## src/rtl/disc_write_fetch.sv

```systemverilog
// Instruction fetch/prefetch stage for the disc write sequencer.
// Keeps a 3-byte lookahead queue filled from a 1-cycle-latency program RAM,
// so that a valid byte sits on mdat the cycle after every sequencer pop.
module disc_write_fetch #(
  parameter int unsigned ADDR_WIDTH = 16
) (
  input  logic                  clock,
  input  logic                  reset,
  input  logic [ADDR_WIDTH-1:0] start_addr,
  input  logic                  addr_load,
  input  logic                  go,
  output logic [ADDR_WIDTH-1:0] ram_addr,
  output logic                  ram_rd,
  input  logic [7:0]            ram_rdata,
  output logic [7:0]            mdat,
  input  logic                  maddr_inc,
  output logic                  writer_start,
  input  logic                  writer_running,
  output logic [ADDR_WIDTH-1:0] cur_addr,
  output logic                  ready,
  output logic                  done,
  output logic                  underrun
);

  typedef enum logic [2:0] {StIdle, StPrime, StReady, StRun, StDone} state_e;

  localparam logic [7:0] StopByte = 8'h7F;

  state_e                  state_q, state_d;
  logic [7:0]              q_q [3];
  logic [7:0]              q_d [3];
  logic [1:0]              count_q, count_d;
  logic                    pend_q, pend_d;      // RAM data returning this cycle
  logic [ADDR_WIDTH-1:0]   fptr_q, fptr_d;
  logic [ADDR_WIDTH-1:0]   cur_addr_q, cur_addr_d;
  logic [ADDR_WIDTH-1:0]   ram_addr_q, ram_addr_d;
  logic                    ram_rd_q, ram_rd_d;
  logic                    ready_q, ready_d;
  logic                    wstart_q, wstart_d;
  logic                    done_q, done_d;
  logic                    underrun_q, underrun_d;
  logic                    run_q, run_qq;

  logic                    pop;
  logic [1:0]              cnt_after_pop;
  logic [2:0]              occ;                 // bytes held plus reads not yet landed
  logic                    flush;

  // State and datapath registers.
  always_ff @(posedge clock or posedge reset) begin
    if (reset) begin
      state_q    <= StIdle;
      q_q        <= '{default: 8'h00};
      count_q    <= 2'd0;
      pend_q     <= 1'b0;
      fptr_q     <= '0;
      cur_addr_q <= '0;
      ram_addr_q <= '0;
      ram_rd_q   <= 1'b0;
      ready_q    <= 1'b0;
      wstart_q   <= 1'b0;
      done_q     <= 1'b0;
      underrun_q <= 1'b0;
      run_q      <= 1'b0;
      run_qq     <= 1'b0;
    end else begin
      state_q    <= state_d;
      q_q        <= q_d;
      count_q    <= count_d;
      pend_q     <= pend_d;
      fptr_q     <= fptr_d;
      cur_addr_q <= cur_addr_d;
      ram_addr_q <= ram_addr_d;
      ram_rd_q   <= ram_rd_d;
      ready_q    <= ready_d;
      wstart_q   <= wstart_d;
      done_q     <= done_d;
      underrun_q <= underrun_d;
      run_q      <= writer_running;
      run_qq     <= run_q;
    end
  end

  // Queue update, read issue and FSM next state.
  always_comb begin
    state_d    = state_q;
    q_d        = q_q;
    pend_d     = ram_rd_q;
    fptr_d     = fptr_q;
    ram_addr_d = ram_addr_q;
    ram_rd_d   = 1'b0;
    wstart_d   = 1'b0;
    done_d     = done_q;

    pop           = maddr_inc && (count_q != 2'd0);
    cnt_after_pop = count_q - {1'b0, pop};
    occ           = {1'b0, count_q} - {2'b0, pop} + {2'b0, pend_q} + {2'b0, ram_rd_q};

    if (pop) begin
      q_d[0] = q_q[1];
      q_d[1] = q_q[2];
    end
    // Returning byte lands just behind whatever survives the pop.
    if (pend_q) begin
      case (cnt_after_pop)
        2'd0:    q_d[0] = ram_rdata;
        2'd1:    q_d[1] = ram_rdata;
        2'd2:    q_d[2] = ram_rdata;
        default: ;
      endcase
    end
    count_d    = cnt_after_pop + {1'b0, pend_q};
    cur_addr_d = pop ? cur_addr_q + ADDR_WIDTH'(1) : cur_addr_q;
    underrun_d = underrun_q | (maddr_inc && (count_q <= 2'd1));

    case (state_q)
      StPrime: if (count_d == 2'd3) state_d = StReady;
      StReady: begin
        if (go) begin
          state_d  = StRun;
          wstart_d = 1'b1;
        end
      end
      StRun: begin
        if (run_qq && !run_q) begin
          state_d = StDone;
          done_d  = 1'b1;
        end
      end
      default: ;
    endcase

    if ((state_d == StPrime || state_d == StReady || state_d == StRun) && (occ < 3'd3)) begin
      ram_rd_d   = 1'b1;
      ram_addr_d = fptr_q;
      fptr_d     = fptr_q + ADDR_WIDTH'(1);
    end

    // Reload restarts priming; the first read goes out immediately at start_addr.
    flush = addr_load && (state_q != StRun);
    if (flush) begin
      state_d    = StPrime;
      count_d    = 2'd0;
      pend_d     = 1'b0;
      ram_rd_d   = 1'b1;
      ram_addr_d = start_addr;
      fptr_d     = start_addr + ADDR_WIDTH'(1);
      cur_addr_d = start_addr;
      wstart_d   = 1'b0;
      done_d     = 1'b0;
      underrun_d = 1'b0;
    end

    ready_d = (state_d == StReady);
  end

  assign mdat         = (count_q != 2'd0) ? q_q[0] : StopByte;
  assign ram_addr     = ram_addr_q;
  assign ram_rd       = ram_rd_q;
  assign cur_addr     = cur_addr_q;
  assign ready        = ready_q;
  assign writer_start = wstart_q;
  assign done         = done_q;
  assign underrun     = underrun_q;

endmodule

```

## config.mk

```make
export PLATFORM = sky130hd
export DESIGN_NAME = disc_write_fetch
export DESIGN_NICKNAME = d
export VERILOG_FILES = /design/src/rtl/disc_write_fetch.sv
export SDC_FILE = /design/constraint.sdc
export NUM_CORES = 1
export LEC_CHECK = 0
export CAP_MARGIN = 40
export CORE_ASPECT_RATIO = 2
export CORE_MARGIN = 2
export CORE_UTILIZATION = 28
export DETAILED_ROUTE_END_ITERATION = 7
export GPL_ROUTABILITY_DRIVEN = 0
export HOLD_SLACK_MARGIN = 0.05
export SLEW_MARGIN = 20
export SYNTH_ARGS = -nofsm -noshare
export SYNTH_HDL_FRONTEND = slang
export SYNTH_SLANG_ARGS = --single-unit
```

## constraint.sdc

```tcl
create_clock -name clock -period 4.3 [get_ports clock]
set_input_delay 0.645 -clock clock [delete_from_list [all_inputs] [get_ports clock]]
set_output_delay 0.645 -clock clock [all_outputs]
set_load 0.005 [all_outputs]
```

---- Yosys cells after proc, flatten, opt, wreduce, memory -nomap -nowiden ----
Index checks and enable logic that the tools add are counted.
word-level totals
  word-level logic and storage cells ...... 82
  bits in registers ....................... 85
  bits of input ports ..................... 30
  output and inout bits ................... 45
operators by class
  eq/ne operators ......................... 11
  reductions and logical operators ........ 16
  muxes and demuxes ....................... 28
  magnitude comparators ................... 2
  add/subtract/negate cells ............... 8
  bitwise operators ....................... 1
operators by type and width
  cell                                                                           number
  16-bit two-way mux                                                             7
  16-bit by 1-bit adder with 16-bit output (second input constant)               3
  8-bit two-way mux                                                              4
  24-bit two-way mux                                                             1
  3-bit by 2-bit equality test with 1-bit output (second input constant)         5
  3-bit two-way mux                                                              4
  1-bit two-way mux                                                              10
  2-bit nonzero test                                                             5
  3-bit one-hot mux with 3 select lines                                          1
  3-bit by 1-bit adder with 3-bit output                                         2
  3-bit by 1-bit equality test with 1-bit output (second input constant)         2
  1-bit logical AND                                                              5
  2-bit equality test (second input constant)                                    2
  2-bit AND reduction                                                            2
  3-bit by 2-bit less-than comparator with 1-bit output (second input constant)  1
  3-bit by 2-bit inequality test with 1-bit output (second input constant)       1
  2-bit by 1-bit subtractor with 3-bit output                                    1
  2-bit by 1-bit adder with 2-bit output                                         1
  2-bit by 1-bit equality test with 1-bit output (second input constant)         1
  2-bit by 1-bit <= comparator with 1-bit output (second input constant)         1
  2-bit logical NOT                                                              1
  1-bit logical OR                                                               2
  2-bit two-way mux                                                              1
  2-bit by 1-bit subtractor with 2-bit output                                    1
  other kinds (2)                                                                2

---- Depth between registers and ports, before layout ----
Gate-level depths: netlist of run 1.
  depth in word-level cells ............... 13
  depth in mapped cells ................... 14
  gate-level depth less buffers ........... 11

---- Worst setup path before layout of run 1 ----
No wires, ideal clock.
  path type ............................... input to register
  start point ............................. input maddr_inc
  end point ............................... register fptr_q[15]
  cell stages on the path ................. 13
  data arrival time ....................... 3.281 ns
  library setup time ...................... 0.137 ns
  path slack .............................. 0.882 ns
  path buffers ............................ 2
  required time ........................... 4.163 ns
  cells stage by stage .................... clkbuf_1 -> nand3b_1 -> nand2_1 -> inv_1 -> fa_1 -> inv_1 -> fa_1 -> nor2b_1 -> nor3_2 -> nand2_1 -> buf_4 -> o311ai_0 -> nand3_1
on the way
  word-level cells in the longest chain between the ends .. 11
  elaborated cells on any way between the ends .. 17
RTL lines
  element                                                                                              RTL line  text
  from (decl)                                                                                          16        input logic maddr_inc,
  1-bit logical AND (*)                                                                                95        pop = maddr_inc && (count_q != 2'd0);
  parallel branches: the longest is 8 deep, another holds 2-bit by 1-bit subtractor with 3-bit output  --
  1-bit logical AND (*)                                                                                133       if ((state_d == StPrime || state_d == StReady || state_d == StRun) && (occ < 3'd3)) begin
  2-bit nonzero test (no line) (*)                                                                     --
  to (signal assigned)                                                                                 71        fptr_q <= fptr_d;
  to (decl)                                                                                            34        logic [ADDR_WIDTH-1:0] fptr_q, fptr_d;
Mark *: on every way between the ends.
A chain may end at the register's enable or synchronous reset.

---- Worst setup path in the final report of run 1 ----
Ends and elaborated chain as after synthesis.

==> impl_metrics.ini, run 1 <==
[sta]
hold_viol_final = 0
drv_slew = 0
rsz0062_at_grt = no
tightestPinTransition_ps = 695
fin_tns_setup_ps = 0
timing.fmax_mhz = 267
maxSlewHeadroom_pct = 53.6
final.min_clock_period_ps = 3750
finClkSkew_ps = 11.7
post-route-period-util_pct = 87.2
setup_viol = 0

[drt]
wire_per_inst_um = 15.4
drc = 0
drt_iter0_markers = 301
first_pass_iters = 5
drt_wl_total_um = 12100
routed_via_density = 4.99
vias = 3916
ant_nets = 0

[critical_path]
startpoint_type = primary input
max_stage_delay_ps = 650
path_cells = clkdlybuf4s50_1 -> nand3b_1 -> nand2_1 -> inv_1 -> fa_1 -> inv_1 -> fa_1 -> nor2b_1 -> nor3_2 -> nand2_1 -> or4b_1 -> nand3_1
cp-end-kind = flip-flop
critPathKind = in -> reg
cp_max_fo = 17
cp.arrival_ps = 4020
slowest_stage = or4b_1
cp.required_ps = 4570
reg2reg_slack_ps = 750

[clocking]
clock_latency_ps = 330
ctsLongestPathBuffers = 2
cts_root_buf = clkbuf_16
cts.sinks = 85
post_cts_buffers = 0
cts_inserted_buffers = 9
path_clk_slew_ps = 60
cts_resized = 0
cts_tree = done
cts-hold-fix-buffers = 0
htree_levels = 3

[synthesis]
synth_seq_area_share_pct = 45.1
postSynth.asyncResetShare_pct = 100
synth_edf_count = 0
ys_seq_elements = 85
ys_dominant_reg_cell = dfrtp_1
ys_warn_count = 0
synth_top_area_share_pct = 45.1
synth_area_leaders = dfrtp_1, nand2_1, xor2_1
ys_types = 60
post_synth_instance_area_um2 = 4710
synth_area_per_cell_um2 = 9.41
synth_fp_nets = 536
synth_top_area_cell = dfrtp_1
synth_cells = 501

[die]
dieWidth_um = 95.7
core.rowCount = 67
io_pins = 75
core_um2 = 16600
dieArea_um2 = 17900
initial_core_util_pct = 28.4
die_y_um = 187

[cells_and_area]
fillerInstances = 1671
areaGrowthSynthToFinish_pct = 26.1
final_net_count = 608
layout-drive-gt1-share_pct = 10.4
n_antenna_cell = 0

[global_routing]
overflow = 0
antenna_found_initial = 0
grt_max_degree = 54
grt_pass1_wl_um = 20000
grt_pass1_vias = 3803
grt_use_total_pct = 14.0

[worst_hold_path]
hp-class = reg -> reg

[place]
portBuffers = 74
post-dp-hpwl_um = 8790

[flow_run]
max_cap_violations = 0

[power_and_ir_drop]
power.density_nw_per_um2 = 670
power.total_mw = 3.98
p_leak_nw = 2.43
peakVddDrop_mv = 0.239

[run_status]
outcome = complete, no violations
routing by layer:
layer / GRT usage, % / part of all wire (%)
met3: 2.58 / 4.5
met1: 19.5 / 46
met4: 3.63 / 1.2
met5: 0 / 0
met2: 22.2 / 49
report_power, final:
part           switching [mW]  leakage, nW  internal [mW]  total [mW]
Sequential              0.323         1.02           1.15        1.47
Clock                   0.313        0.127          0.402       0.715
Combinational           0.903         1.29          0.893        1.80
Total                    1.54         2.43           2.44        3.98
Yosys cell counts, drive strengths merged (2+ instances only):
cell and count:
or2 8, a211o 2, o21a 3, a211oi 2
nor2 44, nor2b 11, xnor2 12, a311oi 2
fa 2, o22ai 6, nand4 8, a21oi 22
nand2 81, clkbuf 13, and3 10, o21ai 23
nand2b 2, nand3b 2, dfrtp 85, a2111oi 2
nor3 7, and4 3, nor4 6, ha 3
mux2i 12, inv 11, o211ai 9, nand3 18
buf 13, and2 2, a31oi 24, or4 3
mux2 11, xor2 22
worst paths after layout:
kind | cells past startpoint | to | from
worst max-delay path | 12 | fptr_q[15] | maddr_inc
worst min-delay path | 0 | run_qq | run_q
worst max register to register | 11 | fptr_q[15] | count_q[1]
worst min register to register | 0 | run_qq | run_q
max in group asynchronous | 3 | underrun | reset
min in group asynchronous | 3 | cur_addr[13] | reset
worst max-delay path: cells and delay by family:
family / cells / cell delay [ps]
AND/OR/NAND/NOR: 7 / 1920
adder cells (fa/ha/maj): 2 / 780
buffers and inverters: 3 / 670
kinds of logic (layout without fill, tap and decap cells):
logic type / Yosys count / in the layout / synth area share [%]
AOI/OAI and AO/OA: 108 / 108 / 15.6
xor gates and xnor gates: 34 / 34 / 6.32
adders and majority gates: 5 / 5 / 1.65
buffers and inverters: 37 / 113 / 4.01
DFF: 85 / 85 / 45.1
muxes: 23 / 23 / 5.18
and+or+nand+nor: 209 / 209 / 22.1
stage by stage:
step / cell area (um2) / instances / hold slack (ps) / utilization (%) / worst slack (ps)
2_1_floorplan: 4710 / 501 / 354 / - / 882
3_3_place_gp: 5680 / 769 / 368 / 34.2 / 309
3_5_place_dp: 5680 / 769 / 369 / 34.2 / 209
4_1_cts: 5940 / 784 / 383 / 35.8 / 550
5_1_grt: 5940 / 784 / 390 / 35.8 / 282
6_report: 5940 / 784 / 384 / 35.8 / 550
state kept, by name, summed over array words and instances (netlist names), 2 cells and up:
name	count
fptr_q	16
ram_addr	16
count_q	2
state_q	3
q_q	24
cur_addr	16
layout by cell type, fill, tap and decap left out, drive strengths merged, types with 2 or more instances in the layout:
master	Yosys	routed
and3	10	10
clkdlybuf4s50	0	74
nor3	7	7
nand3b	2	2
a211o	2	2
a311oi	2	2
and2	2	2
clkinv	0	3
nand2b	2	2
or4	3	3
nor2	44	44
a2111oi	2	2
xnor2	12	12
ha	3	3
o22ai	6	6
a211oi	2	2
nand3	18	18
a31oi	24	24
fa	2	2
xor2	22	22
o21a	3	3
buf	13	13
and4	3	3
or2	8	8
o211ai	9	9
a21oi	22	22
clkbuf	13	11
mux2	11	11
dfrtp	85	85
nand4	8	8
nor4	6	6
nand2	81	81
mux2i	12	12
o21ai	23	23
clkinvlp	0	2
inv	11	10
nor2b	11	11
layout make-up:
type	count	area, um2	share of cell area, %
Multi-Input combinational cell	379	2400	40.4
Sequential cell	85	2130	35.8
Timing Repair Buffer	87	838	14.1
Tap cell	207	259	4.36
Clock buffer	11	243	4.08
Inverter	11	47.5	0.800
Clock inverter	4	25.0	0.421
(Power assumes the default switching activity.)
==> run 2, diff against run 1 <==
==> constraint.sdc (replaced) <==
create_clock -name clock -period 4.3 [get_ports clock]
set_input_delay 0.86 -clock clock [delete_from_list [all_inputs] [get_ports clock]]
set_output_delay 0.86 -clock clock [all_outputs]
set_load 0.005 [all_outputs]
==> run 2 against run 1 <==
Net effect: register-to-register slack improved by 300 ps; count of clock-buffer cells in the layout decreased by 1; utilization increased by 0.34 points; global-route usage increased by 0.14 points; largest power group unchanged.
==> impl_metrics.ini, run 2 (synthesized netlist as in run 1, its figures left out) <==
[run_status]
outcome = complete, no violations

[cells_and_area]
seq_area_um2 = 2130
final_common_cell = dfrtp_1
multi_input_area_um2 = 2400
largest_register = q_q
final_cell_mix = dfrtp_1, nand2_1, clkdlybuf4s50_1
stdcell_count = 788
n_antenna_cell = 0
largest_reg_flops = 24
layout-drive-gt1-share_pct = 11.0
fillerInstances = 1672
areaGrowthSynthToFinish_pct = 27.3
final_net_count = 611

[drt]
drc = 0
wire_per_inst_um = 15.3
routed_via_density = 5.04
first_pass_iters = 4
drt_iter0_markers = 182
ant_nets = 0
drt_wl_total_um = 12100
vias = 3975

[power_and_ir_drop]
power.density_nw_per_um2 = 680
p_leak_nw = 2.46
peakVddDrop_mv = 0.259

[die]
dieWidth_um = 95.7
die_y_um = 187
core.rowCount = 67
core_um2 = 16600
dieArea_um2 = 17900
initial_core_util_pct = 28.4
io_pins = 75

[critical_path]
reg2reg_slack_ps = 1050
critPathMostFrequentCell = nand2_1
cp_max_fo = 11
cp.arrival_ps = 3890
slowest_stage = clkdlybuf4s50_1
max_stage_delay_ps = 500
critPathKind = in -> reg
cp-end-kind = flip-flop
startpoint_type = primary input
path_cells = clkdlybuf4s50_1 -> nand3b_1 -> nand2_1 -> inv_1 -> fa_1 -> inv_1 -> fa_1 -> nor2b_1 -> nor3_2 -> nand2_1 -> nand2_1 -> mux2_2
cp.required_ps = 4520

[sta]
timing.fmax_mhz = 272
maxSlewHeadroom_pct = 52.1
tightestPinTransition_ps = 717
rsz0062_at_grt = no
post-route-period-util_pct = 85.4
finClkSkew_ps = 13.4
fin_tns_setup_ps = 0
final.min_clock_period_ps = 3670
hold_viol_final = 0
drv_slew = 0
setup_viol = 0

[global_routing]
antenna_found_initial = 0
overflow = 0
grt_pass1_wl_um = 20200
grt_use_total_pct = 14.1
grt_pass1_vias = 3902
grt_max_degree = 35

[place]
portBuffers = 74
dpl.cell_count = 772
post-dp-hpwl_um = 8880

[clocking]
cts_resized = 0
cts_tree = done
post_cts_buffers = 0
cts_root_buf = clkbuf_16
path_clk_slew_ps = 60
cts_inserted_buffers = 9
clock_latency_ps = 340
cts-hold-fix-buffers = 0
ctsLongestPathBuffers = 2
cts.sinks = 85
htree_levels = 3

[worst_hold_path]
hp-class = reg -> reg

[flow_run]
max_cap_violations = 0
## run 2: per-layer routing
layer | track usage [%] | up-vias | wire length [um]
met5 | 0 | - | 0
met4 | 4.62 | 0 | 202
met3 | 2.66 | 13 | 636
li1 | - | 1932 | -
met2 | 21.5 | 109 | 5680
met1 | 20.1 | 1921 | 5550
## run 2: area by class of cell
cell class / count / share of cell area (%)
flip-flops and latches: 85 / 35.5
clock inverters: 6 / 1.21
repair buffers: 90 / 14.3
well taps: 207 / 4.32
multi-input cells: 379 / 40.1
clock buffers: 10 / 3.82
inverters: 11 / 0.792
## run 2: per-stage QoR
step / worst slack (ps) / total power, mW / util [%] / hold WS (ps) / instance area, um2
floorplan: 667 / 2.54 / - / 354 / 4710
global route: 434 / 4.43 / 36.1 / 393 / 6000
detailed placement: 293 / 3.33 / 34.3 / 369 / 5700
finish: 627 / 4.08 / 36.1 / 381 / 6000
CTS: 629 / 4.13 / 36.1 / 384 / 6000
global placement: 377 / 3.30 / 34.3 / 368 / 5700
## run 2: final timing paths
path / from / to / cells past startpoint
min reg2reg: run_q / run_qq / 0
min: run_q / run_qq / 0
min in group asynchronous: reset / fptr_q[13] / 2
max reg2reg: count_q[1] / fptr_q[1] / 11
max: maddr_inc / fptr_q[1] / 12
max in group asynchronous: reset / ready / 3
## run 2: report_power, final
part	switching [mW]	total [mW]	internal [mW]
clock	0.325	0.781	0.455
sequential	0.322	1.47	1.15
combinational	0.906	1.83	0.924
## run 2: worst max-delay path: cells and delay by family
| kind | cells | cell delay [ps] |
|---|---|---|
| simple gates | 6 | 1240 |
| buf+inv | 3 | 660 |
| mux | 1 | 360 |
| fa+ha+maj | 2 | 740 |
==> run 3, diff against run 2 <==
CTS_CLUSTER_SIZE = 12   (was unset)
==> results of run 3 <==
Same layout as run 2: the final DEF is identical, and so are final timing and power.
